--- config.mk ---
export PLATFORM = sky130hd
export DESIGN_NAME = spi_master
export DESIGN_NICKNAME = d
export VERILOG_FILES = /design/src/rtl/spi_master.sv
export SDC_FILE = /design/constraint.sdc
export NUM_CORES = 1
export LEC_CHECK = 0
export ABC_CLOCK_PERIOD_IN_PS = 2100
export CAP_MARGIN = 15
export CORE_UTILIZATION = 45
export CTS_BUF_LIST = sky130_fd_sc_hd__clkbuf_16
export CTS_CLUSTER_SIZE = 28
export DETAILED_ROUTE_END_ITERATION = 8
export GPL_ROUTABILITY_DRIVEN = 0
export MAX_ROUTING_LAYER = met4
export PLACE_DENSITY_LB_ADDON = 0.08
export RECOVER_POWER = 100
export SETUP_SLACK_MARGIN = 0.5
export SYNTH_ARGS = -nofsm -noshare
export SYNTH_HDL_FRONTEND = slang
export SYNTH_SLANG_ARGS = --single-unit
--- constraint.sdc ---
create_clock -name clk -period 2.1 [get_ports clk]
set_input_delay 0.42 -clock clk [delete_from_list [all_inputs] [get_ports clk]]
set_output_delay 0.42 -clock clk [all_outputs]
set_load 0.005 [all_outputs]
--- src/rtl/spi_master.sv ---
// Byte-wide SPI mode-0 master: shifts one command byte out MSB first on MOSI while
// capturing MISO, and registers the software-owned chip-select level onto cs_n.
module spi_master #(
  parameter int HALF_PERIOD = 2
) (
  input  logic       clk,
  input  logic       rst_n,
  input  logic       spi_trigger,
  input  logic [7:0] spi_command,
  input  logic       spi_cs_level,
  output logic       spi_busy,
  output logic [7:0] spi_response,
  output logic       sck,
  output logic       mosi,
  input  logic       miso,
  output logic       cs_n
);

  typedef enum logic [1:0] {
    IDLE,
    LOW,
    HIGH
  } state_t;

  localparam logic [7:0] HALF_LAST = 8'(HALF_PERIOD - 1);

  state_t     state_reg, state_next;
  logic [7:0] shift_reg, shift_next;
  logic [7:0] half_reg, half_next;
  logic [7:0] resp_reg, resp_next;
  logic [2:0] bit_reg, bit_next;
  logic       sck_reg, sck_next;
  logic       mosi_reg, mosi_next;
  logic       busy_reg, busy_next;
  logic       cs_n_reg;
  logic       half_done;

  assign half_done = (half_reg == HALF_LAST);

  always_ff @(posedge clk or negedge rst_n) begin
    if (!rst_n) begin
      state_reg <= IDLE;
      shift_reg <= 8'h00;
      half_reg  <= 8'h00;
      resp_reg  <= 8'h00;
      bit_reg   <= 3'd0;
      sck_reg   <= 1'b0;
      mosi_reg  <= 1'b0;
      busy_reg  <= 1'b0;
    end else begin
      state_reg <= state_next;
      shift_reg <= shift_next;
      half_reg  <= half_next;
      resp_reg  <= resp_next;
      bit_reg   <= bit_next;
      sck_reg   <= sck_next;
      mosi_reg  <= mosi_next;
      busy_reg  <= busy_next;
    end
  end

  // Chip select is a plain register, deliberately decoupled from the shift engine.
  always_ff @(posedge clk or negedge rst_n) begin
    if (!rst_n) begin
      cs_n_reg <= 1'b1;
    end else begin
      cs_n_reg <= spi_cs_level;
    end
  end

  always_comb begin
    state_next = state_reg;
    shift_next = shift_reg;
    half_next  = half_reg;
    resp_next  = resp_reg;
    bit_next   = bit_reg;
    sck_next   = sck_reg;
    mosi_next  = mosi_reg;
    busy_next  = busy_reg;

    case (state_reg)
      IDLE: begin
        if (spi_trigger) begin
          shift_next = spi_command;
          mosi_next  = spi_command[7];
          bit_next   = 3'd0;
          half_next  = 8'h00;
          busy_next  = 1'b1;
          state_next = LOW;
        end
      end

      LOW: begin
        if (half_done) begin
          half_next  = 8'h00;
          sck_next   = 1'b1;
          state_next = HIGH;
        end else begin
          half_next = half_reg + 8'h01;
        end
      end

      HIGH: begin
        if (half_done) begin
          // MISO is sampled on the same edge that drops SCK; the next MOSI bit is the
          // pre-shift bit 6, which becomes the new MSB.
          half_next  = 8'h00;
          shift_next = {shift_reg[6:0], miso};
          sck_next   = 1'b0;
          if (bit_reg != 3'd7) begin
            bit_next   = bit_reg + 3'd1;
            mosi_next  = shift_reg[6];
            state_next = LOW;
          end else begin
            resp_next  = {shift_reg[6:0], miso};
            busy_next  = 1'b0;
            state_next = IDLE;
          end
        end else begin
          half_next = half_reg + 8'h01;
        end
      end

      default: begin
        state_next = IDLE;
      end
    endcase
  end

  assign spi_busy     = busy_reg;
  assign spi_response = resp_reg;
  assign sck          = sck_reg;
  assign mosi         = mosi_reg;
  assign cs_n         = cs_n_reg;

endmodule

Word-level counts from Yosys, hierarchy flattened
Index checks and enable logic that the tools add are counted.
Word-level totals
  flip-flop bits (word level): 32
  input port bits: 13
  output and inout port bits: 12
  word-level logic and storage cells: 59
Operators by class
  add/subtract/negate cells: 2
  equality and inequality tests: 9
  multiplexer cells: 26
  bitwise logic cells: 1
  reductions and logical operators: 12
Operators with widths (count)
  $mux 8: 2
  $pmux 8 s2: 1
  $mux 7: 2
  $pmux 7 s2: 1
  $reduce_and 3->1: 4
  $ne 2x2->1 const B: 5
  $mux 1: 9
  $mux 3: 3
  $add 8x1->8 const B: 1
  $eq 8x1->1 const B: 1
  $reduce_and 4->1: 2
  $mux 2: 3
  $pmux 1 s2: 3
  $pmux 2 s3: 1
  $pmux 3 s2: 1
  $reduce_bool 2->1: 3
  $add 3x1->3 const B: 1
  $ne 3x3->1 const B: 1
  $eq 2x1->1 const B: 1
  $eq 2x2->1 const B: 1
  $logic_not 2->1: 1
  $reduce_and 2->1: 1
  $reduce_or 2->1: 1
  $not 1->1: 1

Depth between registers and ports, before layout
Gate-level depths: netlist of the first run.
  depth in word-level cells: 4
  mapped depth: 8
  mapped depth without buffers: 6

Worst setup path before layout of the first run
No wires, ideal clock.
  path kind: register to register
  start point: register state_reg[0]
  end point: register half_reg[7]
  arrival: 1552 ps
  setup slack: 425 ps
  stages on the path, launching flop included: 8
  period minus slack after synthesis: 1675 ps
  cells stage by stage: dfrtp_1 > inv_1 > ha_1 > buf_2 > nor2b_1 > nor4_4 > mux2i_1 > nor3_1
On the way
  longest elaborated chain between the ends: 4
Ends and longest elaborated chain
  start, declared: line 27  | state_t state_reg, state_next;
  start signal, assigned: line 51  | state_reg <= state_next;
  $eq 2x2->1 / $eq 2x1->1 (equally long branches): line 81  | case (state_reg)
  $reduce_or 2->1 (no source line)
  $reduce_bool 2->1 (no source line)
  $reduce_and 2->1 (no source line)
  end signal, assigned: line 53  | half_reg <= half_next;
  end, declared: line 29  | logic [7:0] half_reg, half_next;
Parallel ways exist; a longest one is shown, timed or not.
A chain may end at the register's enable or synchronous reset.

Final worst setup path of the first run
  start point: register half_reg[5]
  end point: register resp_reg[5] (netlist: spi_response[5])
On the way
  longest elaborated chain between the ends: 2
Ends and longest elaborated chain
  $eq 8x1->1: line 38  | assign half_done = (half_reg == HALF_LAST);
  $reduce_and 3->1 (no source line)
  end signal, assigned: line 54  | resp_reg <= resp_next;
  end, declared: line 30  | logic [7:0] resp_reg, resp_next;
No other way between the ends.

==> results of run 1 <==
cell usage after synthesis, types with 2 or more instances:
cell,count
dfrtp_1,31
nand2b_1,4
o21ai_0,5
nor2_1,12
mux2i_1,2
buf_2,2
mux2_4,9
a21oi_1,14
nor4b_1,3
nand4b_1,2
o311ai_0,2
clkbuf_1,2
o22ai_1,15
nor3_1,2
nand2_1,6
xnor2_1,5
inv_1,4
nand4_1,2
nand3_1,5
ha_1,9
nor4_4,2
power by group through the flow:
stage               clock (mW)  sequential (mW)  combinational (mW)
floorplan                    0            0.869               0.807
global placement             0            0.898               0.978
detailed placement           0            0.902               0.993
CTS                      0.814            0.885                1.21
global route             0.837            0.913                1.55
finish                   0.806            0.896                1.41
logic make-up (layout without fill, tap and decap cells):
group,count (synthesis),in the layout
fa+ha+maj,9,9
compound gates,41,41
simple gates,44,44
flops,32,32
xor+xnor,5,5
buf+inv,10,61
mux,12,12
final cells by class:
class / instances / area, µm² / share of cell area, %
Clock buffer: 5 / 125 / 5.12
Clock inverter: 3 / 37.5 / 1.53
Inverter: 4 / 20.0 / 0.818
Multi-Input combinational cell: 111 / 957 / 39.1
Sequential cell: 32 / 807 / 33.0
Tap cell: 48 / 60.1 / 2.46
Timing Repair Buffer: 49 / 439 / 18.0
worst paths after layout:
path                       slack [ps]         endpoint  depth (start not counted)       startpoint
max reg2reg                       360  spi_response[5]                          4      half_reg[5]
max in group asynchronous         790      half_reg[6]                          2            rst_n
min                               480  spi_response[6]                          1  spi_response[6]
min in group asynchronous         750  spi_response[5]                          2            rst_n
min reg2reg                       480  spi_response[6]                          1  spi_response[6]
max                               360  spi_response[5]                          4      half_reg[5]
layer usage:
layer	wire length, µm	track usage, %	share of wire [%]
met3	137	6.07	3.6
met4	67	7.10	1.8
met2	1870	34.6	49
met1	1750	24.7	46
met5	0	-	0
cell usage in the layout (no fill, tap or decap), drive strengths merged, types with 3 or more instances in the layout:
| cell | instances |
|---|---|
| dlygate4sd3 | 13 |
| clkbuf | 11 |
| nand2b | 4 |
| mux2 | 10 |
| nand3 | 5 |
| xnor2 | 5 |
| inv | 4 |
| buf | 19 |
| o22ai | 15 |
| ha | 9 |
| o21ai | 6 |
| a21oi | 14 |
| nand2 | 7 |
| nor4b | 3 |
| nor2 | 12 |
| dfrtp | 31 |
| clkdlybuf4s50 | 10 |
what timing repair did:
action / 4_1_cts / 5_1_grt
resized for setup: 16 / 15
gates cloned: 0 / 0
pin swaps: 4 / 7
setup endpoints to repair: 31 / 22
setup buffers: 11 / 10
==> run_results.csv, run 1 <==
group,metric,value,unit
finish,n_antenna_cell,0,
logic_synthesis,yosysTopAreaCell,"dfrtp_1",
power_and_ir_drop,p_leak,1.07,nW
timing,period_share,83.0,%
timing,fmax,0.574,GHz
logic_synthesis,muxShareOfSynthArea,9.64,%
finish,area_growth,41.8,%
global_routing,grt_use_total,21.1,%
finish,final_core_util,66.8,%
drt,ant_nets,0,
power_and_ir_drop,power.total,3.11,mW
clock_tree,cts_tree,"done",
drt,via_count,1376,
drt,drt-wirelength-per-cell,15.2,µm
finish,final_cell_area,2450,µm²
logic_synthesis,avgSynthCellArea,11.3,µm²
finish,stdcell_count,252,
floorplanning,rows,22,
critical_path,start_kind,"flop",
power_and_ir_drop,internal-power,2.03,mW
critical_path,worstSetupPathType,"reg -> reg",
power_and_ir_drop,p_per_area,1270,nW/µm²
critical_path,cp_num_buf_inv,0,
global_routing,overflow,0,
global_routing,antenna_found_initial,0,
clock_tree,clock-root-buffer,"clkbuf_16",
critical_path,critPathMaxStageDelay,470,ps
drt,via_per_inst,5.46,
critical_path,end_kind,"flop",
critical_path,critPathMaxFanout,8,
global_routing,grt_start_max_net_pins,33,
power_and_ir_drop,swShare,34.7,%
clock_tree,clkSinkCount,32,
timing,slew_headroom,47.6,%
place,placed_cell_area,2040,µm²
floorplanning,die-area,4090,µm²
clock_tree,ctsHoldBuffers,0,
timing,tightestPinTransition,786,ps
drt,drt-total-wl,3820,µm
power_and_ir_drop,peakVddDrop,0.958,mV
clock_tree,clock_latency,270,ps
drt,drtIter0Drc,60,
logic_synthesis,synth_top_area_share,45.0,%
logic_synthesis,netlist_area,1730,µm²
power_and_ir_drop,combinationalPowerShare,45.3,%
power_and_ir_drop,clkPwrFrac,25.9,%
logic_synthesis,ys.flop_type,"dfrtp_1",
logic_synthesis,synthArstFlopShare,100,%
clock_tree,htree_num_levels,2,
critical_path,cpLargestDelayFamily,"simple AND/OR/NAND/NOR gates",
place,pre_cts_slack,156,ps
logic_synthesis,synth_nets,175,
logic_synthesis,yosys.area_share.simple,16.8,%
job,maxCapViolCount,0,
logic_synthesis,synth-xor-area-share,2.54,%
floorplanning,die_y,63.9,µm
floorplanning,core,3660,µm²
drt,drc_errors,0,
power_and_ir_drop,power_switching,1.08,mW
timing,slew_viol_final,0,
worst_hold_path,hold_class,"reg -> reg",
logic_synthesis,synth_top_family_by_area,"simple AND/OR/NAND/NOR gates",
clock_tree,cts_made_buffers,5,
place,place_inst,223,
place,dp_hpwl,2450,µm
timing,finalWorstSetupSlack,358,ps
logic_synthesis,synth.distinct_cells,36,
timing,setup_viol_count_final,0,
outcome,status,"complete, no violations",
logic_synthesis,synth_cells,153,
timing,skew,4.79,ps
finish,fillers,282,
logic_synthesis,ys_warn_count,0,
finish,final_nets,225,
logic_synthesis,synth-edff-count,0,
critical_path,worstPathArrival,1900,ps
timing,fin_hold_ws,484,ps
floorplanning,die_w,63.9,µm
critical_path,cp_cell_sequence,"nor4_1, and2_4, nand2_8, mux2_1",
place,io_buffer_count,24,
clock_tree,cts.clk_slew.worst_paths,50,ps
critical_path,cp_slowest_cell,"nor4_1",
logic_synthesis,synth-adder-area-share,6.53,%
floorplanning,start_util,47.1,%
critical_path,cp_data_required_time,2250,ps
clock_tree,clock_path_buffers,2,
timing,grt_setup_unrepaired,"yes",
power_and_ir_drop,power_frac_seq,28.8,%
global_routing,grt_pass1_vias,1318,
logic_synthesis,synth_area_leaders,"dfrtp_1 45%, mux2_4 7.8%, ha_1 6.5%",
timing,period_needed,1740,ps
timing,tns,0,ps
floorplanning,ios,25,
logic_synthesis,ys_ff_latch,32,
finish,drive_above_1_share,28.9,%
drt,first_pass_iters,4,
logic_synthesis,ys_seq_area_share,46.5,%
logic_synthesis,synth-compound-area-share,14.4,%
timing,finalHoldViolCount,0,
global_routing,grt_pass1_wl,6240,µm
Note: power is estimated with default switching activity, not from simulation.
==> run 2, diff against run 1 <==
--- a/config.mk
+++ b/config.mk
@@ -5,7 +5,7 @@
 export SDC_FILE = /design/constraint.sdc
 export NUM_CORES = 1
 export LEC_CHECK = 0
-export ABC_CLOCK_PERIOD_IN_PS = 2100
+export ABC_CLOCK_PERIOD_IN_PS = 1400
 export CAP_MARGIN = 15
 export CORE_UTILIZATION = 45
 export CTS_BUF_LIST = sky130_fd_sc_hd__clkbuf_16
==> constraint.sdc (replaced) <==
create_clock -name clk -period 1.4 [get_ports clk]
set_input_delay 0.28 -clock clk [delete_from_list [all_inputs] [get_ports clk]]
set_output_delay 0.28 -clock clk [all_outputs]
set_load 0.005 [all_outputs]
==> run_results.csv, run 2 (synthesis gave the netlist of run 1 again) <==
group,metric,value,unit
outcome,status,"finished with violations",
outcome,violations,"negative setup slack",
floorplanning,die_w,63.9,µm
worst_hold_path,hold_class,"in -> reg",
timing,period_needed,1620,ps
clock_tree,cts_made_buffers,5,
timing,finalWorstSetupSlack,-225,ps
clock_tree,clock_path_buffers,2,
global_routing,grt_use_total,23.0,%
timing,skew,2.42,ps
clock_tree,ctsHoldBuffers,0,
floorplanning,rows,22,
critical_path,end_kind,"flop",
clock_tree,cts.clk_slew.worst_paths,50,ps
clock_tree,clock-root-buffer,"clkbuf_16",
clock_tree,cts_tree,"done",
drt,via_count,1518,
clock_tree,clkSinkCount,32,
drt,ant_nets,0,
drt,drtIter0Drc,57,
drt,drt-total-wl,4430,µm
finish,n_antenna_cell,0,
global_routing,overflow,0,
timing,slew_viol_final,0,
timing,period_share,116,%
critical_path,worstPathArrival,1780,ps
timing,finalHoldViolCount,0,
timing,fmax,0.616,GHz
finish,final_nets,248,
timing,slew_headroom,46.9,%
timing,grt_setup_unrepaired,"yes",
clock_tree,clock_latency,270,ps
clock_tree,htree_num_levels,2,
finish,layout.cells.most_common,"buf_4",
finish,final_cell_mix,"38 x buf_4, 30 x dfrtp_1, 11 x nor2_1, 11 x a21oi_1",
floorplanning,core,3660,µm²
power_and_ir_drop,p_leak,1.23,nW
drt,via_per_inst,5.52,
critical_path,worstSetupPathType,"reg -> reg",
global_routing,grt_pass1_wl,6910,µm
critical_path,start_kind,"flop",
finish,drive_above_1_share,50.7,%
critical_path,cp_data_required_time,1560,ps
drt,drc_errors,0,
floorplanning,die-area,4090,µm²
floorplanning,die_y,63.9,µm
place,dp_hpwl,2950,µm
job,maxCapViolCount,0,
timing,setup_viol_count_final,31,
floorplanning,start_util,47.1,%
global_routing,antenna_found_initial,0,
power_and_ir_drop,p_per_area,1880,nW/µm²
critical_path,critPathMaxFanout,8,
timing,tightestPinTransition,796,ps
global_routing,grt_start_max_net_pins,33,
finish,area_growth,58.2,%
timing,tns,-4360,ps
drt,drt-wirelength-per-cell,16.1,µm
drt,first_pass_iters,5,
place,pre_cts_slack,-331,ps
place,io_buffer_count,24,
power_and_ir_drop,peakVddDrop,1.23,mV
floorplanning,ios,25,
global_routing,grt_pass1_vias,1504,
run 2: changes by cell type in the layout (fill, tap and decap cells not counted), moves of 3 or more:
cell           before  now
buf_4              16   38
dlygate4sd3_1      13    2
buf_2               0    8
buf_6               1    9
mux2_1              7    0
mux2_4              3   10
o22ai_1            13    8
o22ai_2             2    6
dfrtp_1            27   30
dfrtp_2             4    1
run 2: what timing repair did:
action	CTS	global route
pin swaps	11	12
endpoints found under the setup margin	43	43
setup buffers	9	8
hold endpoints to repair	0	0
cloned	0	0
resized for setup	65	24
run 2: per-layer routing:
metal  track usage [%]  share of wire [%]
met4              8.81                1.9
met2              40.7                 52
met1              25.0                 42
met5                 -                  0
met3              5.18                4.0
run 2: layout make-up:
type                            count  area, µm²
Multi-Input combinational cell    111       1120
Fill cell                         239        931
Tap cell                           48       60.1
Clock inverter                      3       37.5
Sequential cell                    32        803
Clock buffer                        5        125
Inverter                            4       15.0
Timing Repair Buffer               72        572
run 2: power by group:
group | internal (mW) | switching (mW) | total [mW]
logic | 1.34 | 1.24 | 2.57
registers | 1.13 | 0.229 | 1.36
clock network | 0.825 | 0.375 | 1.20
total | 3.30 | 1.84 | 5.14
run 2: path summary, 6_finish.rpt:
kind / cells after the start / start / end / slack [ps]
setup / recovery: 6 / half_reg[1] / spi_response[7] / -220
hold / removal: 1 / spi_cs_level / cs_n / 550
setup reg to reg: 6 / half_reg[1] / spi_response[7] / -220
hold reg to reg: 2 / sck / sck / 560
max in group asynchronous: 2 / rst_n / state_reg[1] / 210
min in group asynchronous: 2 / rst_n / spi_response[5] / 630
run 2: stage by stage:
step	instance area, µm²	hold slack, ps	instances	power [mW]	util [%]
CTS	2560	392	267	4.77	70.0
finish	2730	546	275	5.14	74.6
global placement	2300	494	250	3.19	62.7
floorplan	1810	-15.6	153	2.63	-
detailed placement	2300	500	250	3.29	62.7
global route	2730	539	275	5.42	74.6
run 2: critical path: stages (launching register included):
cell,delay (ps)
dfrtp_1,370
inv_1,60
ha_2,160
nor3b_4,230
and2_4,260
nand2_8,100
mux2_4,310
==> run 3, diff against run 2 <==
--- a/config.mk
+++ b/config.mk
@@ -12,6 +12,7 @@
 export CTS_CLUSTER_SIZE = 28
 export DETAILED_ROUTE_END_ITERATION = 8
 export GPL_ROUTABILITY_DRIVEN = 0
+export HOLD_SLACK_MARGIN = 0.05
 export MAX_ROUTING_LAYER = met4
 export PLACE_DENSITY_LB_ADDON = 0.08
 export RECOVER_POWER = 100
==> results of run 3 <==
Same layout as run 2: the final DEF is identical, and so are final timing and power.
